<file path="src/rtl/ro_puf_eval.sv">
`default_nettype none
// ============================================================================
// Module   : ro_puf_eval
// Purpose  : Ring-oscillator PUF evaluator. For each response bit a
//            challenge-derived oscillator pair is enabled. Both pairs'
//            synchronised rising edges are counted over a programmable
//            window, and the two counts are compared to produce one bit.
//            A start/busy/done handshake sequences the whole evaluation.
// Ports    : clk        - system clock
//            rst_n      - asynchronous reset, active HIGH (legacy name)
//            start      - evaluation request, sampled only while idle
//            challenge  - base oscillator index, captured at start
//            win_len    - count window in clk cycles (0 behaves as 1)
//            ro_in      - raw oscillator outputs, asynchronous to clk
//            ro_en      - oscillator enables (active pair only)
//            busy       - evaluation in progress
//            done       - one-cycle pulse when the response is final
//            response   - response register
//            tie        - sticky flag, set when any compare saw equal counts
// Options  : PUF_MAJORITY_EN - when defined, each bit is measured three
//            times on the same pair and resolved by a 2-of-3 vote.
// Revision : 1.0 - initial release
// ============================================================================
module ro_puf_eval #(
    parameter int NUM_RO    = 16,
    parameter int SEL_W     = $clog2(NUM_RO),
    parameter int CNT_W     = 16,
    parameter int WIN_W     = 16,
    parameter int RESP_BITS = 8
) (
    input  logic                 clk,
    input  logic                 rst_n,
    input  logic                 start,
    input  logic [SEL_W-1:0]     challenge,
    input  logic [WIN_W-1:0]     win_len,
    input  logic [NUM_RO-1:0]    ro_in,
    output logic [NUM_RO-1:0]    ro_en,
    output logic                 busy,
    output logic                 done,
    output logic [RESP_BITS-1:0] response,
    output logic                 tie
);

    localparam int IDX_W = (RESP_BITS > 1) ? $clog2(RESP_BITS) : 1;

    localparam logic [2:0] c_ST_IDLE    = 3'd0;
    localparam logic [2:0] c_ST_ARM     = 3'd1;
    localparam logic [2:0] c_ST_COUNT   = 3'd2;
    localparam logic [2:0] c_ST_DRAIN   = 3'd3;
    localparam logic [2:0] c_ST_COMPARE = 3'd4;
    localparam logic [2:0] c_ST_FINISH  = 3'd5;

    logic [2:0]           state_q,    state_d;
    logic [SEL_W-1:0]     chal_q,     chal_d;
    logic [WIN_W-1:0]     win_q,      win_d;
    logic [WIN_W-1:0]     win_cnt_q,  win_cnt_d;
    logic [IDX_W-1:0]     bit_q,      bit_d;
    logic [CNT_W-1:0]     cnt_a_q,    cnt_a_d;
    logic [CNT_W-1:0]     cnt_b_q,    cnt_b_d;
    // [0] first sync stage, [1] second sync stage, [2] previous value
    logic [2:0]           sync_a_q,   sync_a_d;
    logic [2:0]           sync_b_q,   sync_b_d;
    logic [RESP_BITS-1:0] response_q, response_d;
    logic                 tie_q,      tie_d;
`ifdef PUF_MAJORITY_EN
    logic [1:0]           rep_q,      rep_d;
    logic [1:0]           votes_q,    votes_d;
    logic [1:0]           w_votes_tot;
`endif

    logic [IDX_W:0]       w_bit_x2;
    logic [SEL_W-1:0]     w_idx_a;
    logic [SEL_W-1:0]     w_idx_b;
    logic                 w_ro_a;
    logic                 w_ro_b;
    logic                 w_rise_a;
    logic                 w_rise_b;
    logic                 w_count_en;
    logic                 w_a_gt_b;
    logic                 w_a_eq_b;
    logic                 w_bit_done;
    logic                 w_pair_en;
    logic [WIN_W-1:0]     w_win_eff;

    // Pair selection: the sum wraps naturally by truncation to SEL_W bits.
    assign w_bit_x2 = {bit_q, 1'b0};
    assign w_idx_a  = chal_q + SEL_W'(w_bit_x2);
    assign w_idx_b  = w_idx_a + SEL_W'(1);

    assign w_ro_a   = ro_in[w_idx_a];
    assign w_ro_b   = ro_in[w_idx_b];
    assign w_rise_a = sync_a_q[1] & ~sync_a_q[2];
    assign w_rise_b = sync_b_q[1] & ~sync_b_q[2];

    // Counting continues through DRAIN so edges still inside the
    // synchronisers when the oscillators are gated off are not lost.
    assign w_count_en = (state_q == c_ST_COUNT) || (state_q == c_ST_DRAIN);
    assign w_a_gt_b   = (cnt_a_q > cnt_b_q);
    assign w_a_eq_b   = (cnt_a_q == cnt_b_q);
    assign w_win_eff  = (win_len == '0) ? WIN_W'(1) : win_len;

`ifdef PUF_MAJORITY_EN
    assign w_votes_tot = votes_q + {1'b0, w_a_gt_b};
    assign w_bit_done  = (rep_q == 2'd2);
`else
    assign w_bit_done  = 1'b1;
`endif

    // ------------------------------------------------------------------
    // State register
    // ------------------------------------------------------------------
    always_ff @(posedge clk or posedge rst_n) begin
        if (rst_n) begin
            state_q    <= c_ST_IDLE;
            chal_q     <= '0;
            win_q      <= '0;
            win_cnt_q  <= '0;
            bit_q      <= '0;
            cnt_a_q    <= '0;
            cnt_b_q    <= '0;
            sync_a_q   <= '0;
            sync_b_q   <= '0;
            response_q <= '0;
            tie_q      <= 1'b0;
`ifdef PUF_MAJORITY_EN
            rep_q      <= '0;
            votes_q    <= '0;
`endif
        end else begin
            state_q    <= state_d;
            chal_q     <= chal_d;
            win_q      <= win_d;
            win_cnt_q  <= win_cnt_d;
            bit_q      <= bit_d;
            cnt_a_q    <= cnt_a_d;
            cnt_b_q    <= cnt_b_d;
            sync_a_q   <= sync_a_d;
            sync_b_q   <= sync_b_d;
            response_q <= response_d;
            tie_q      <= tie_d;
`ifdef PUF_MAJORITY_EN
            rep_q      <= rep_d;
            votes_q    <= votes_d;
`endif
        end
    end

    // ------------------------------------------------------------------
    // Next-state and datapath logic
    // ------------------------------------------------------------------
    always_comb begin
        state_d    = state_q;
        chal_d     = chal_q;
        win_d      = win_q;
        win_cnt_d  = win_cnt_q;
        bit_d      = bit_q;
        cnt_a_d    = cnt_a_q;
        cnt_b_d    = cnt_b_q;
        response_d = response_q;
        tie_d      = tie_q;
`ifdef PUF_MAJORITY_EN
        rep_d      = rep_q;
        votes_d    = votes_q;
`endif
        sync_a_d   = {sync_a_q[1:0], w_ro_a};
        sync_b_d   = {sync_b_q[1:0], w_ro_b};

        // Saturating edge counters
        if (w_count_en) begin
            if (w_rise_a && (cnt_a_q != {CNT_W{1'b1}})) begin
                cnt_a_d = cnt_a_q + CNT_W'(1);
            end
            if (w_rise_b && (cnt_b_q != {CNT_W{1'b1}})) begin
                cnt_b_d = cnt_b_q + CNT_W'(1);
            end
        end

        case (state_q)
            c_ST_IDLE: begin
                if (start) begin
                    chal_d     = challenge;
                    win_d      = w_win_eff;
                    response_d = '0;
                    tie_d      = 1'b0;
                    bit_d      = '0;
`ifdef PUF_MAJORITY_EN
                    rep_d      = '0;
                    votes_d    = '0;
`endif
                    state_d    = c_ST_ARM;
                end
            end
            c_ST_ARM: begin
                cnt_a_d   = '0;
                cnt_b_d   = '0;
                sync_a_d  = '0;
                sync_b_d  = '0;
                win_cnt_d = '0;
                state_d   = c_ST_COUNT;
            end
            c_ST_COUNT: begin
                if (win_cnt_q == (win_q - WIN_W'(1))) begin
                    win_cnt_d = '0;
                    state_d   = c_ST_DRAIN;
                end else begin
                    win_cnt_d = win_cnt_q + WIN_W'(1);
                end
            end
            c_ST_DRAIN: begin
                if (win_cnt_q == WIN_W'(1)) begin
                    state_d = c_ST_COMPARE;
                end else begin
                    win_cnt_d = win_cnt_q + WIN_W'(1);
                end
            end
            c_ST_COMPARE: begin
                if (w_a_eq_b) begin
                    tie_d = 1'b1;
                end
`ifdef PUF_MAJORITY_EN
                if (w_bit_done) begin
                    response_d[bit_q] = (w_votes_tot >= 2'd2);
                    rep_d             = '0;
                    votes_d           = '0;
                end else begin
                    rep_d   = rep_q + 2'd1;
                    votes_d = w_votes_tot;
                end
`else
                response_d[bit_q] = w_a_gt_b;
`endif
                if (!w_bit_done) begin
                    state_d = c_ST_ARM;
                end else if (bit_q == IDX_W'(RESP_BITS - 1)) begin
                    state_d = c_ST_FINISH;
                end else begin
                    bit_d   = bit_q + IDX_W'(1);
                    state_d = c_ST_ARM;
                end
            end
            c_ST_FINISH: begin
                state_d = c_ST_IDLE;
            end
            default: begin
                state_d = c_ST_IDLE;
            end
        endcase
    end

    // ------------------------------------------------------------------
    // Output logic
    // ------------------------------------------------------------------
    always_comb begin
        busy      = (state_q != c_ST_IDLE) && (state_q != c_ST_FINISH);
        done      = (state_q == c_ST_FINISH);
        w_pair_en = (state_q == c_ST_ARM) || (state_q == c_ST_COUNT);
    end

    // Only the two selected oscillators can ever be enabled.
    generate
        for (genvar k = 0; k < NUM_RO; k++) begin : g_ro_en
            assign ro_en[k] = w_pair_en &
                              ((w_idx_a == SEL_W'(k)) | (w_idx_b == SEL_W'(k)));
        end
    endgenerate

    assign response = response_q;
    assign tie      = tie_q;

endmodule
`default_nettype wire

</file>
<file path="config.mk">
export PLATFORM = sky130hd
export DESIGN_NAME = ro_puf_eval
export DESIGN_NICKNAME = d
export VERILOG_FILES = /design/src/rtl/ro_puf_eval.sv
export SDC_FILE = /design/constraint.sdc
export NUM_CORES = 1
export LEC_CHECK = 0
export CAP_MARGIN = 20
export CORE_MARGIN = 2
export CORE_UTILIZATION = 58
export DETAILED_ROUTE_END_ITERATION = 8
export PLACE_DENSITY = 0.82
export SYNTH_ARGS = -nofsm -noshare
export SYNTH_HDL_FRONTEND = slang
export SYNTH_SLANG_ARGS = --single-unit
</file>
<file path="constraint.sdc">
create_clock -name clk -period 4.2 [get_ports clk]
set_clock_uncertainty 0.2 [all_clocks]
set_input_delay 0.84 -clock clk [delete_from_list [all_inputs] [get_ports clk]]
set_output_delay 0.84 -clock clk [all_outputs]
set_load 0.01 [all_outputs]
</file>
Word level (Yosys, flattened, before mapping)
Cells that the tools add are included.

operators by class
  $add $sub $neg = 7
  multipliers = 0
  div/mod/pow operators = 0
  $lt $le $gt $ge = 5
  eq/ne operators = 48
  shift-type cells = 0
  mux-type cells = 32
  bitwise logic cells = 36
  reductions and logical operators = 24

operators by type and width
  kind                   count
  $mux 16                9
  $eq 4x4->1 const B     16
  $add 16x1->16 const B  3
  $pmux 16 s3            1
  $eq 16x16->1           2
  $eq 4x3->1 const B     8
  $ne 16x16->1 const B   2
  $mux 3                 8
  $and 1x1->1            18
  $eq 16x1->1 const B    1
  $eq 4x2->1 const B     4
  $gt 16x16->1           1
  $logic_not 16->1       1
  $or 1x1->1             16
  $pmux 8 s2             1
  $sub 16x1->16 const B  1
  $pmux 3 s5             1
  $lt 4x5->1 const B     2
  $reduce_and 2->1       5
  $eq 3x3->1 const B     3
  $reduce_and 3->1       3
  $bmux 1 s4             2
  $bwmux 8               1
  $eq 4x1->1 const B     2
  other kinds (22)       41

storage, ports and cells
  register bits = 89
  bits in latches = 0
  RAM bits = 0
  ROM bits = 0
  input port bits = 39
  output and inout bits = 27
  logic and storage cells = 163
  memories = 0

Logic depth before layout (Yosys ltp)
Gate-level depths: netlist of run 1.

  depth in word-level cells = 6
  gate-level depth with buffers = 10
  mapped depth without buffers = 9

Least setup slack after synthesis of run 1
No wires, ideal clock.

  kind = register to output
  start point = reg bit_q[0]
  end point = out ro_en[3]
  arrival time = 2.531 ns
  required time = 3.160 ns
  setup slack = 0.629 ns
  stages on the path, launching flop included = 9
  path buffers = 0
  path through = dfrtp_1 > ha_1 > fa_1 > xnor2_1 > xnor2_1 > xnor2_1 > o22ai_1 > nor2_1 > a211oi_1

on the way
  cells in the longest elaborated chain, start to end = 5
  elaborated cells between the ends (all ways) = 6
  those cells by class = add/sub: 2; eq/ne: 2; bitwise: 2

ends and longest elaborated chain
  item                    RTL line  text
  start, declared         57        logic [IDX_W-1:0] bit_q, bit_d;
  start signal, assigned  134       bit_q <= bit_d;
  $add 4x4->4 (*)         87        assign w_idx_a = chal_q + SEL_W'(w_bit_x2);
  $add 4x1->4             88        assign w_idx_b = w_idx_a + SEL_W'(1);
  $eq 4x2->1              263       ((w_idx_a == SEL_W'(k)) | (w_idx_b == SEL_W'(k)));
  $or 1x1->1 (*)          263
  $and 1x1->1 (*)         262       assign ro_en[k] = w_pair_en &
  end, declared           37        output logic [NUM_RO-1:0] ro_en,

Every way passes the cells marked *; elsewhere a longest branch is shown, timed or not.

Final worst setup path of run 1
  start point = reg bit_q[0]
  end point = out ro_en[6]

on the way
  cells in the longest elaborated chain, start to end = 5
  elaborated cells between the ends (all ways) = 6
  those cells by class = add/sub: 2; eq/ne: 2; bitwise: 2

ends and longest elaborated chain
  item             RTL line
  $add 4x4->4 (*)  87
  $add 4x1->4      88
  $eq 4x3->1       263
  $or 1x1->1 (*)   263
  $and 1x1->1 (*)  262

Marks and branches as above.

==> impl_metrics.yaml, run 1 <==
outcome:
  status: "finished clean"
drt:
  drt_iter0_markers: 410
  route.detailed.drc: 0
  ant_nets: 0
  vias: 5371
  avgViaCountPerCell: 6.04
  dr.pass1.iters: 5
  routedWlPerCell_um: 16.8
  postRouteWirelength_um: 14900
timing:
  setup_viol: 0
  min_period_ns: 4.08
  slew_headroom: 0.482
  slew_viol_final: 0
  rsz0062_at_grt: "false"
  period_share: 0.971
  fmax_mhz: 245
  tightest_slew_ns: 0.776
  holdWs_ns: 0.265
  setup_tns_ns: 0
  hold_viol: 0
clocking:
  cts_buffers: 9
  clk_pin_slew_ns: 0.08
  clockRootBuffer: "clkbuf_8"
  clock_path_buffers: 2
  cts_tree: "built"
  insertion_delay_ns: 0.37
  cts_sinks: 89
  cts-hold-fix-buffers: 0
  htreeDepth: 3
power_and_ir_drop:
  p_int_uw: 2620
  design_power_total_uw: 4790
  pwr-share-seq: 0.305
  switching_share: 0.453
  leakage_uw: 0.00327
  powerDensity_nw_per_um2: 677
  p_sw_uw: 2170
  p_comb_frac: 0.581
  ir_drop_uv: 673
  pwr-share-clk: 0.114
placed_design:
  dp_hpwl_um: 10900
  placedCellCount: 871
  numPortBuffers: 65
  gp_congestion: 0.926
layout:
  multi_input_area_um2: 3590
  final-instance-count-excl-fill: 889
  mostFrequentLayoutCell: "nand2_1"
  drive_gt1_frac: 0.0956
  nFillCells: 789
  final_cell_mix: "nand2_1, dfrtp_1, nor2_1"
  diodes: 0
  final_util: 0.694
  final-seq-area_um2: 2230
  layout.nets: 819
  areaGrowthSynthToFinish_pct: 17.7
global_routing:
  grt_pass1_wl_um: 24700
  grt_use_total: 0.272
  grt_pass1_vias: 5233
  antenna_found_initial: 0
  overflow: 0
  grt_max_degree: 48
critical_path:
  path_max_fanout: 6
  crit_type: "flip-flop to primary output"
  endpoint_kind: "primary output"
  cp.arrival_ns: 3.04
  cp-start-kind: "flip-flop"
  required_ns: 3.16
floorplanning:
  die_area_um2: 11200
  die_x_um: 106
  die_h_um: 106
  ios: 66
  initial_core_util: 0.590
  rows: 37
  core_um2: 10200
synthesis:
  syn_area_per_cell_um2: 8.68
  synth_edf_count: 0
  yosysWarnings: 0
  netlist-cell-type-count: 68
  yosys.area.top_type: "dfrtp_1"
  ys_ff_latch: 89
  async_reset_ff_frac: 1.00
  synth_top_area_frac: 0.371
  synthCells: 692
  synth_area_leaders: "dfrtp_1, nand2_1, ha_1"
  netlist_area_um2: 6010
  synth_ff_type: "dfrtp_1"
  ys_seq_area_frac: 0.371
  synth_nets: 763
job:
  max_cap_violations: 0
worst_hold_path:
  hp-class: "flip-flop to flip-flop"
power by group through the flow:
stage / registers [uW] / logic (uW) / clock network (uW)
global placement: 1440 / 2560 / 0
floorplan: 1330 / 1880 / 0
finish: 1460 / 2780 / 547
CTS: 1440 / 2730 / 555
detailed placement: 1460 / 2660 / 0
global route: 1500 / 3030 / 586
critical path, stage by stage, from the launching register on:
cell and delay, ns:
dfrtp_2 0.45, ha_1 0.21, fa_1 0.41, xnor2_2 0.27, xnor2_2 0.14, xnor2_2 0.19, buf_4 0.18, nor2_1 0.10
a31oi_1 0.05, nor2_1 0.12, clkdlybuf4s50_1 0.55
state kept, by name, summed over array words and instances, names as in the netlist:
register,flops
chal_q,4
win_cnt_q,16
sync_a_q,3
response,8
sync_b_q,3
tie,1
state_q,3
win_q,16
cnt_a_q,16
bit_q,3
cnt_b_q,16
final cells by class:
type / instances / area share
clock inverter: 6 / 0.00602
sequential: 89 / 0.315
multi-input combinational: 539 / 0.507
tap: 136 / 0.0241
inverter: 31 / 0.0166
timing repair buffer: 78 / 0.111
clock buffer: 10 / 0.0195
metal layers:
| metal | vias to the layer above | track usage | wire [um] |
|---|---|---|---|
| li1 | 2541 | - | - |
| met1 | 2592 | 0.367 | 6510 |
| met2 | 203 | 0.443 | 7110 |
| met3 | 35 | 0.0408 | 893 |
| met4 | 0 | 0.107 | 392 |
| met5 | - | 0 | 0 |
worst paths after layout:
kind,depth (start not counted),startpoint,to,slack (ns)
worst min-delay path,1,sync_b_q[0]$_DFF_PP0_,sync_b_q[1]$_DFF_PP0_,0.26
worst max-delay path,10,bit_q[0]$_DFFE_PP0P_,ro_en[6],0.12
worst min register to register,1,sync_b_q[0]$_DFF_PP0_,sync_b_q[1]$_DFF_PP0_,0.26
max in group asynchronous,3,rst_n,bit_q[0]$_DFFE_PP0P_,2.38
min in group asynchronous,2,rst_n,win_cnt_q[15]$_DFFE_PP0P_,0.71
worst max register to register,7,win_q[8]$_DFFE_PP0P_,win_cnt_q[7]$_DFFE_PP0P_,0.67
synthesized netlist by cell type (3+ instances only):
master / number
nor3_1: 23
a31oi_1: 6
ha_1: 31
o31ai_1: 5
a21oi_1: 24
o22ai_1: 4
nor4b_1: 4
and4_1: 4
and2_1: 3
nand2_1: 105
nand4_1: 15
xor2_1: 25
xnor2_1: 32
dfrtp_1: 89
nor2_1: 85
nor4_1: 9
a211oi_1: 5
clkbuf_1: 30
or2_2: 4
o21a_1: 3
and3_1: 9
or4_1: 4
mux2_2: 9
mux2i_1: 5
o21ai_0: 21
a32oi_1: 6
mux4_2: 8
nand3_1: 20
or4_4: 3
nand2b_1: 6
or3_1: 7
nor2b_1: 13
inv_1: 31
metrics by stage:
stage	cell area, um^2	setup slack, ns
6_report	7070	0.121
5_1_grt	7070	0.0103
4_1_cts	7010	0.00926
3_5_place_dp	6800	0.136
3_3_place_gp	6800	0.255
2_1_floorplan	6010	0.629
repair_timing:
action,4_1_cts,5_1_grt
buffers inserted,1,0
pin swaps,2,1
endpoints found under the hold margin,0,0
gates resized for setup,3,16
endpoints found under the setup margin,10,12
logic make-up (layout without fill, tap and decap cells):
family                   count (synthesis)  in the layout  share of synthesized area
AO/OA/AOI/OAI                          103            103                      0.120
XOR/XNOR                                57             57                     0.0831
adder cells (fa/ha/maj)                 32             32                     0.0679
buffers and inverters                   64            125                     0.0419
flip-flops                              89             89                      0.371
multiplexers                            22             22                     0.0552
AND/OR/NAND/NOR                        325            325                      0.261
(Power assumes the default switching activity.)
==> run 2: changes to the inputs <==
CTS_CLUSTER_SIZE = 10   (was unset)
==> results of run 2 <==
Same layout as run 1: the final DEF is identical, and so are final timing and power.
